<file path="config.mk">
export PLATFORM = sky130hd
export DESIGN_NAME = sub_bytes_seq
export DESIGN_NICKNAME = d
export VERILOG_FILES = /design/src/rtl/aes_pkg.sv /design/src/rtl/aes_sbox.sv /design/src/rtl/sub_bytes_seq.sv
export SDC_FILE = /design/constraint.sdc
export NUM_CORES = 2
export LEC_CHECK = 0
export BUFFER_PORTS_ARGS = -buffer_cell sky130_fd_sc_hd__buf_2
export CORE_MARGIN = 4
export CORE_UTILIZATION = 45
export DETAILED_ROUTE_END_ITERATION = 12
export PLACE_DENSITY_LB_ADDON = 0.12
export SLEW_MARGIN = 20
export SYNTH_ARGS = -nofsm -noshare
export SYNTH_HDL_FRONTEND = slang
export SYNTH_SLANG_ARGS = --single-unit
</file>
<file path="constraint.sdc">
create_clock -name clk -period 18.85 [get_ports clk]
set_input_delay 2.8275 -clock clk [delete_from_list [all_inputs] [get_ports clk]]
set_output_delay 2.8275 -clock clk [all_outputs]
set_load 0.01 [all_outputs]
</file>
<file path="src/rtl/aes_pkg.sv">
// Shared AES definitions for the round datapath stages.
// The inverse S-box function exists only when SUB_BYTES_INV_EN is defined.
package aes_pkg;

  parameter int unsigned AES_BLOCK_W   = 128;
  parameter int unsigned AES_NUM_BYTES = 16;

  typedef logic [AES_BLOCK_W-1:0] aes_state_t;
  typedef logic [7:0]             aes_byte_t;

  typedef enum logic [1:0] {IDLE, BUSY, DONE} aes_fsm_e;

  function automatic aes_byte_t aes_xtime(input aes_byte_t a);
    return {a[6:0], 1'b0} ^ (a[7] ? 8'h1b : 8'h00);
  endfunction

  function automatic aes_byte_t aes_gf_mul(input aes_byte_t a, input aes_byte_t b);
    aes_byte_t acc;
    aes_byte_t p;
    acc = 8'h00;
    p   = a;
    for (int i = 0; i < 8; i++) begin
      if (b[i]) acc = acc ^ p;
      p = aes_xtime(p);
    end
    return acc;
  endfunction

  // Multiplicative inverse as a^254; maps 0 to 0 as the S-box requires.
  function automatic aes_byte_t aes_gf_inv(input aes_byte_t a);
    aes_byte_t r;
    aes_byte_t sq;
    r  = 8'h01;
    sq = a;
    for (int i = 1; i < 8; i++) begin
      sq = aes_gf_mul(sq, sq);
      r  = aes_gf_mul(r, sq);
    end
    return r;
  endfunction

  function automatic aes_byte_t aes_rotl(input aes_byte_t a, input int unsigned n);
    return (a << n) | (a >> (8 - n));
  endfunction

  function automatic aes_byte_t aes_sbox_fwd(input aes_byte_t a);
    aes_byte_t b;
    b = aes_gf_inv(a);
    return b ^ aes_rotl(b, 1) ^ aes_rotl(b, 2) ^ aes_rotl(b, 3) ^ aes_rotl(b, 4) ^ 8'h63;
  endfunction

`ifdef SUB_BYTES_INV_EN
  function automatic aes_byte_t aes_sbox_inv(input aes_byte_t s);
    aes_byte_t b;
    b = aes_rotl(s, 1) ^ aes_rotl(s, 3) ^ aes_rotl(s, 6) ^ 8'h05;
    return aes_gf_inv(b);
  endfunction
`endif

endpackage

</file>
<file path="src/rtl/aes_sbox.sv">
// Combinational AES S-box lane; forward only unless SUB_BYTES_INV_EN adds the inv select.
module aes_sbox
  import aes_pkg::*;
(
`ifdef SUB_BYTES_INV_EN
  input  logic      inv,
`endif
  input  aes_byte_t din,
  output aes_byte_t dout
);

`ifdef SUB_BYTES_INV_EN
  assign dout = inv ? aes_sbox_inv(din) : aes_sbox_fwd(din);
`else
  assign dout = aes_sbox_fwd(din);
`endif

endmodule

</file>
<file path="src/rtl/sub_bytes_seq.sv">
// Sequential AES SubBytes: BYTES_PER_CYCLE S-box lanes walk the 128-bit state chunk by chunk.
// SUB_BYTES_INV_EN adds the inv_mode port selecting the inverse S-box per block.
module sub_bytes_seq
  import aes_pkg::*;
#(
  parameter int unsigned BYTES_PER_CYCLE = 4
) (
  input  logic         clk,
  input  logic         rst_n,
  input  logic         in_valid,
  output logic         in_ready,
  input  logic [127:0] state_in,
  output logic         out_valid,
  input  logic         out_ready,
  output logic [127:0] state_out,
  output logic         busy
`ifdef SUB_BYTES_INV_EN
  ,
  input  logic         inv_mode
`endif
);

  localparam int unsigned NCHUNK = AES_NUM_BYTES / BYTES_PER_CYCLE;
  localparam int unsigned CNT_W  = (NCHUNK > 1) ? $clog2(NCHUNK) : 1;
  localparam logic [CNT_W-1:0] CNT_LAST = CNT_W'(NCHUNK - 1);

  if (!(BYTES_PER_CYCLE == 1 || BYTES_PER_CYCLE == 2 || BYTES_PER_CYCLE == 4 ||
        BYTES_PER_CYCLE == 8 || BYTES_PER_CYCLE == 16)) begin : gen_bpc_check
    $error("sub_bytes_seq: BYTES_PER_CYCLE must be 1, 2, 4, 8 or 16");
  end

  aes_fsm_e   state_q, state_d;
  aes_state_t work_q, work_d;
  logic [CNT_W-1:0] cnt_q, cnt_d;
  logic accept;

  logic [3:0] lane_idx [BYTES_PER_CYCLE];
  aes_byte_t  sbox_in  [BYTES_PER_CYCLE];
  aes_byte_t  sbox_out [BYTES_PER_CYCLE];

`ifdef SUB_BYTES_INV_EN
  logic inv_q, inv_d;
  assign inv_d = accept ? inv_mode : inv_q;
`endif

  // Byte k lives at bits [127-8k -: 8]; ~idx gives 15-idx for the 4-bit index.
  for (genvar j = 0; j < BYTES_PER_CYCLE; j++) begin : gen_lane
    assign lane_idx[j] = 4'(cnt_q * BYTES_PER_CYCLE) + 4'(j);
    assign sbox_in[j]  = work_q[{~lane_idx[j], 3'b000} +: 8];

    aes_sbox u_sbox (
`ifdef SUB_BYTES_INV_EN
      .inv  (inv_q),
`endif
      .din  (sbox_in[j]),
      .dout (sbox_out[j])
    );
  end

  always_comb begin
    state_d   = state_q;
    work_d    = work_q;
    cnt_d     = cnt_q;
    in_ready  = 1'b0;
    out_valid = 1'b0;
    busy      = 1'b0;
    accept    = 1'b0;

    unique case (state_q)
      IDLE: begin
        in_ready = 1'b1;
        accept   = in_valid;
      end
      BUSY: begin
        busy = 1'b1;
        for (int j = 0; j < BYTES_PER_CYCLE; j++) begin
          work_d[{~lane_idx[j], 3'b000} +: 8] = sbox_out[j];
        end
        if (cnt_q == CNT_LAST) begin
          state_d = DONE;
          cnt_d   = '0;
        end else begin
          cnt_d = cnt_q + 1'b1;
        end
      end
      DONE: begin
        out_valid = 1'b1;
        in_ready  = out_ready;
        accept    = in_valid && out_ready;
        if (out_ready) state_d = IDLE;
      end
      default: state_d = IDLE;
    endcase

    // A new block may land in the same cycle the previous result is taken.
    if (accept) begin
      state_d = BUSY;
      work_d  = state_in;
      cnt_d   = '0;
    end
  end

  always_ff @(posedge clk or negedge rst_n) begin
    if (!rst_n) begin
      state_q <= IDLE;
      work_q  <= '0;
      cnt_q   <= '0;
    end else begin
      state_q <= state_d;
      work_q  <= work_d;
      cnt_q   <= cnt_d;
    end
  end

`ifdef SUB_BYTES_INV_EN
  always_ff @(posedge clk or negedge rst_n) begin
    if (!rst_n) inv_q <= 1'b0;
    else        inv_q <= inv_d;
  end
`endif

  assign state_out = work_q;

endmodule
</file>
==> Word-level counts from Yosys, hierarchy flattened <==
Cells that the tools add are included.
{ "classes": {"eq_ne": 6, "n_reduce_logical": 4, "bitwise": 796, "n_shift": 12, "mux": 829, "add_sub_neg": 8} }
{ "ops": {"columns": ["op", "n"], "rows": [
  ["$xor A8 B8 Y8", 744],
  ["$mux W8", 420],
  ["$mux W5", 368],
  ["$bwmux W128", 4],
  ["$shift A8 B9 Y128 const A", 4],
  ["$shiftx A128 B8 Y8", 4],
  ["$shiftx A8 B9 Y128", 4],
  ["$mux W128", 2],
  ["$neg A7 Y9", 4],
  ["$not A4 Y4", 8],
  ["$or A8 B1 Y8", 4],
  ["$or A8 B2 Y8", 4],
  ["$or A8 B3 Y8", 4],
  ["$or A8 B4 Y8", 4],
  ["$mux W7", 4],
  ["$not A1 Y1 const A", 28],
  ["$mux W6", 4],
  ["$mux W2", 10],
  ["$mux W4", 4],
  ["$mux W3", 4],
  ["$add A4 B2 Y4 const B", 2],
  ["$mux W1", 6],
  ["$ne A3 B3 Y1 const B", 2],
  ["$pmux W2 S3", 1],
  ["10 further kinds", 12]
]} }
{ "totals": {"out_inout_bits": 131, "inputBits": 132, "regBits": 132} }

==> Longest topological paths before layout <==
{ "depth": {"word_depth": 142, "depth_mapped": 70, "ltp_nobuf": 58} }

==> Hierarchy <==
Synthesis repeated with hierarchy kept, for this count alone.
{ "unflattened": {"hier_cells": 8504, "area_unflattened_um2": 68771.0} }
{ "by_module_without_submodules": {"columns": ["module", "area_per_inst_um2", "seq_area_each_um2", "instances", "cells_per_inst"], "rows": [
  ["aes_sbox", 15220.8, 0.0, 4, 1942],
  ["sub_bytes_seq", 7887.6, 3303.2, 1, 736]
]} }

==> Worst setup path before layout <==
OpenSTA, ideal clock, no wires.
{ "synth_path": {"path_type": "register to register", "from": "register cnt_q[0]", "to": "register work_q[102], in the netlist state_out[102]", "synth_period_minus_slack_ns": 15.491, "stages_incl_launch_ff": 64, "t_arrival_ns": 15.408, "setup_ns": 0.083, "slack_ns": 3.359, "t_required_ns": 18.767, "path_cell_list": "dfrtp_1 buf_6 buf_12 mux4_2 buf_2 buf_2 ha_1 mux2i_1 xnor2_1 xnor3_2 xnor3_1 ha_1 clkbuf_1 xor2_1 mux2i_1 xnor3_1 xnor2_1 ha_1 [28 not listed] and3_1 o21bai_1 xnor2_1 a2bb2o_1 a22o_1 nor2_2 buf_4 a21oi_1 o31a_1 or4_1 a311oi_1 a41oi_1 xnor2_2 nor2b_1 xnor3_1 xnor3_2 xor3_1 o22ai_1"} }
{ "synth_via": {"elab_chain_len": 139, "word_cells_on_any_way": 1605, "classes_between": "add/sub (7); shift (12); mux (818); bitwise (768)"} }
{ "synth_lines": {"columns": ["item", "line", "rtl"], "rows": [
  ["start: declaration", "sub_bytes_seq.sv:34", "logic [CNT_W-1:0] cnt_q, cnt_d;"],
  ["start signal: assignment", "sub_bytes_seq.sv:111", "cnt_q <= cnt_d;"],
  ["$add A4 B1 Y4 or $not A4 Y4 (tied branches)", "sub_bytes_seq.sv:48, sub_bytes_seq.sv:49, sub_bytes_seq.sv:77", null],
  ["$not A4 Y4 or $shiftx A128 B8 Y8 (tied branches)", "sub_bytes_seq.sv:49, sub_bytes_seq.sv:77", null],
  ["$shiftx A128 B8 Y8, or another cell as far along", "sub_bytes_seq.sv:49", "assign sbox_in[j] = work_q[{~lane_idx[j], 3'b000} +: 8];"],
  ["$mux W5, or another cell as far along", "aes_pkg.sv:14", "return {a[6:0], 1'b0} ^ (a[7] ? 8'h1b : 8'h00);"],
  ["$xor A8 B8 Y8, or another cell as far along", "aes_pkg.sv:14", null],
  ["$xor A8 B8 Y8 or $mux W8 (tied branches)", "aes_pkg.sv:23", "if (b[i]) acc = acc ^ p;"],
  ["$mux W8 or $xor A8 B8 Y8 (tied branches)", "aes_pkg.sv:23", null],
  ["$xor A8 B8 Y8 or $mux W8 (tied branches)", "aes_pkg.sv:23", null],
  ["[120 not listed]", null, null],
  ["$xor A8 B8 Y8 (3 in a row)", "aes_pkg.sv:49", "return b ^ aes_rotl(b, 1) ^ aes_rotl(b, 2) ^ aes_rotl(b, 3) ^ aes_rotl(b, 4) ^ 8'h63;"],
  ["$xor A8 B8 Y8 or $not A4 Y4 (tied branches)", null, null],
  ["$not A4 Y4 (no line) or $shiftx A8 B9 Y128 (tied branches)", null, null],
  ["$shiftx A8 B9 Y128 or $bwmux W128 (tied branches)", "sub_bytes_seq.sv:77", "work_d[{~lane_idx[j], 3'b000} +: 8] = sbox_out[j];"],
  ["$bwmux W128 (2 in a row)", "sub_bytes_seq.sv:77", null],
  ["$bwmux W128 (*)", "sub_bytes_seq.sv:77", null],
  ["$mux W128 (*)", "sub_bytes_seq.sv:69", "unique case (state_q)"],
  ["$mux W128 (*)", "sub_bytes_seq.sv:96", "if (accept) begin"],
  ["end signal: assignment", "sub_bytes_seq.sv:110", "work_q <= work_d;"],
  ["end: declaration", "sub_bytes_seq.sv:33", "aes_state_t work_q, work_d;"]
]} }
Mark *: on every way between the ends. The rest lies on a longest branch, timed or not. The select of a mux whose other input is x is not followed.
A chain may end at the register's enable or synchronous reset.

==> Final worst setup path <==
{ "layout_path": {"from": "register cnt_q[0]", "to": "register work_q[126], in the netlist state_out[126]"} }
Same word-level chain as after synthesis.

==> flow_metrics.env <==
export IMPL_row_count=134
export IMPL_min_from="state_out[27]"
export IMPL_layout_min_cycle_time_ps=17490
export IMPL_finalNonFillerCells=9904
export IMPL_ys_top_cells_by_area="xnor2_1, nor2_1, xnor3_1"
export IMPL_dp_hpwl_um=147000
export IMPL_syn_inst=8022
export IMPL_hold_worst_slack_ps=521
export IMPL_synth_cell_types=144
export IMPL_grt_pass1_vias=53500
export IMPL_cp_required_ps=19190
export IMPL_max_freq_mhz=57.2
export IMPL_syn_area_mm2=0.0604
export IMPL_io_pin_count=263
export IMPL_crit_slowest_cell="mux4_1"
export IMPL_clkTransAtPathRegs_ps=70
export IMPL_relSlewSlack=0.229
export IMPL_ys_seq_area_frac=0.0547
export IMPL_yosysWarnings=0
export IMPL_r2r_start="cnt_q[0]"
export IMPL_ant_nets=0
export IMPL_routed_wirelength_um=199000
export IMPL_gp_congestion=0.933
export IMPL_wire_per_inst_um=20.1
export IMPL_fin_nets=8264
export IMPL_fin_setup_tns_ps=0
export IMPL_die_x_um=374
export IMPL_critPathLaunch="cnt_q[0]"
export IMPL_antenna_found_initial=6
export IMPL_critical_path_class="reg2reg"
export IMPL_maxCapViolations=0
export IMPL_critPathLaunchType="flop"
export IMPL_grt_first_pass_wirelength_um=313000
export IMPL_cts_setup_buffers=0
export IMPL_die_h_um=374
export IMPL_finClkSkew_ps=32.3
export IMPL_rsz0062_at_grt="no"
export IMPL_die_area_mm2=0.140
export IMPL_grt_max_degree=70
export IMPL_final_max_slew_viol_count=0
export IMPL_cts_tree="done"
export IMPL_grt_total_usage=0.271
export IMPL_vias=57200
export IMPL_multiInputGateArea_mm2=0.0546
export IMPL_h_tree_depth=4
export IMPL_via_per_inst=5.77
export IMPL_status="complete, no violations"
export IMPL_tightest_slew_ps=1150
export IMPL_hold_path_class="reg2reg"
export IMPL_clockBufferDepth=2
export IMPL_synth_top_cell_area_share=0.249
export IMPL_avgSynthCellArea_um2=7.53
export IMPL_finalSetupViolations=0
export IMPL_async_flop_share=1.00
export IMPL_grt_overflow_total=0
export IMPL_cts_buffers=17
export IMPL_seqCellArea_mm2=0.00331
export IMPL_firstDrtPassIters=6
export IMPL_clk_latency_ps=510
export IMPL_cp_end_kind="flop"
export IMPL_core_area_mm2=0.133
export IMPL_synth_edf_count=0
export IMPL_finalCritPeriodShare=0.928
export IMPL_ys_flop_type="dfrtp_1"
export IMPL_yosysTopAreaCell="xnor2_1"
export IMPL_syn_nets=8177
export IMPL_post_place_cells=9858
export IMPL_syn2layout_area_growth_pct=7.47
export IMPL_cts_sinks=132
export IMPL_port_buffers=262
export IMPL_ctsResizeCount=0
export IMPL_drc=0
export IMPL_nFillCells=13400
export IMPL_crit_fanout=29
export IMPL_crit_arrival_ps=17830
export IMPL_hold_viol=0
export IMPL_hold_buffers=0
export IMPL_start_util=0.453
export IMPL_ys_ff_latch=132
export IMPL_drtIter0Drc=4945
export IMPL_cp_slowest_stage_delay_ps=850
export IMPL_final_util=0.487
export IMPL_r2r_setup_slack_ps=1360
export IMPL_crit_path_frequent_cell="xnor2_1"
export IMPL_drive_above_1_share=0.140
export IMPL_cts_root_buf="clkbuf_16"
## final cells by class
class | count | share of cell area
inverter | 96 | 0.00588
tap | 1768 | 0.0341
clock buffer | 17 | 0.00655
sequential | 132 | 0.0509
clock inverter | 14 | 0.00237
timing repair buffer | 600 | 0.0596
antenna | 15 | 0.000578
multi-input combinational | 7262 | 0.840
## sequential cells by signal, indices dropped and copies added, names as in the netlist
| name | flops |
|---|---|
| state_q | 2 |
| state_out | 128 |
| cnt_q | 2 |
## worst max-delay path, delay by kind of cell, from the launching register on
kind	cells	cell delay [ps]
xor+xnor	37	10550
buf+inv	5	1630
fa+ha+maj	3	1560
compound gates	3	680
flops	1	800
mux	2	1040
simple gates	7	1000
## worst paths after layout
path | endpoint | cells past startpoint
setup reg to reg | state_out[126] | 57
hold / removal | state_out[27] | 2
max in group asynchronous | cnt_q[1] | 2
setup / recovery | state_out[126] | 57
min in group asynchronous | state_out[89] | 1
hold reg to reg | state_out[27] | 2
## synthesized netlist by cell type (81+ instances only)
cell type	instances
nand3_1	173
nand2_1	787
a22oi_1	101
nor2b_1	84
clkbuf_1	323
a21oi_1	476
xor2_1	452
o21ai_0	349
nor2_1	1155
nor3_1	164
dfrtp_1	132
xnor3_1	181
o21ai_1	81
buf_2	101
xnor2_2	140
xnor2_1	1715
o22ai_1	172
mux2i_1	160
## logic make-up after synthesis
family                   after synthesis  synth area share
buffers and inverters                628            0.0518
AND/OR/NAND/NOR                     2687             0.194
AO/OA/AOI/OAI                       1706             0.180
adder cells (fa/ha/maj)               25           0.00509
XOR/XNOR                            2619             0.469
multiplexers                         225            0.0460
flip-flops                           132            0.0547
## layer usage
metal  routed length, um  track usage
met5                  23            0
met4                3890       0.0549
met3               14700       0.0409
met2               88200        0.426
met1               92000        0.392
## per-stage QoR
stage	instance area, um2	setup slack (ps)
after global routing	64900	14.2
final	64900	1360
after CTS	64800	665
after floorplan	60400	3360
after global placement	64200	875
after detailed placement	64200	768
## layout by cell type, fill, tap and decap left out, types with 61 or more instances in the layout
cell	instances
o21ai_0	349
nor3_1	164
nand3_1	173
nor2_1	1155
inv_1	72
xnor2_2	186
dfrtp_1	130
a22oi_1	101
o21ai_1	81
mux2i_1	160
xor2_1	440
xnor3_1	180
nand2b_1	61
nand2_1	782
buf_2	261
nor2b_1	84
a211oi_1	71
xnor2_1	1665
buf_4	336
o22ai_1	172
a21oi_1	474
a31oi_1	65
Power is not shown: default switching activity piles up to over one toggle a cycle in this logic, so the estimate is an artifact.
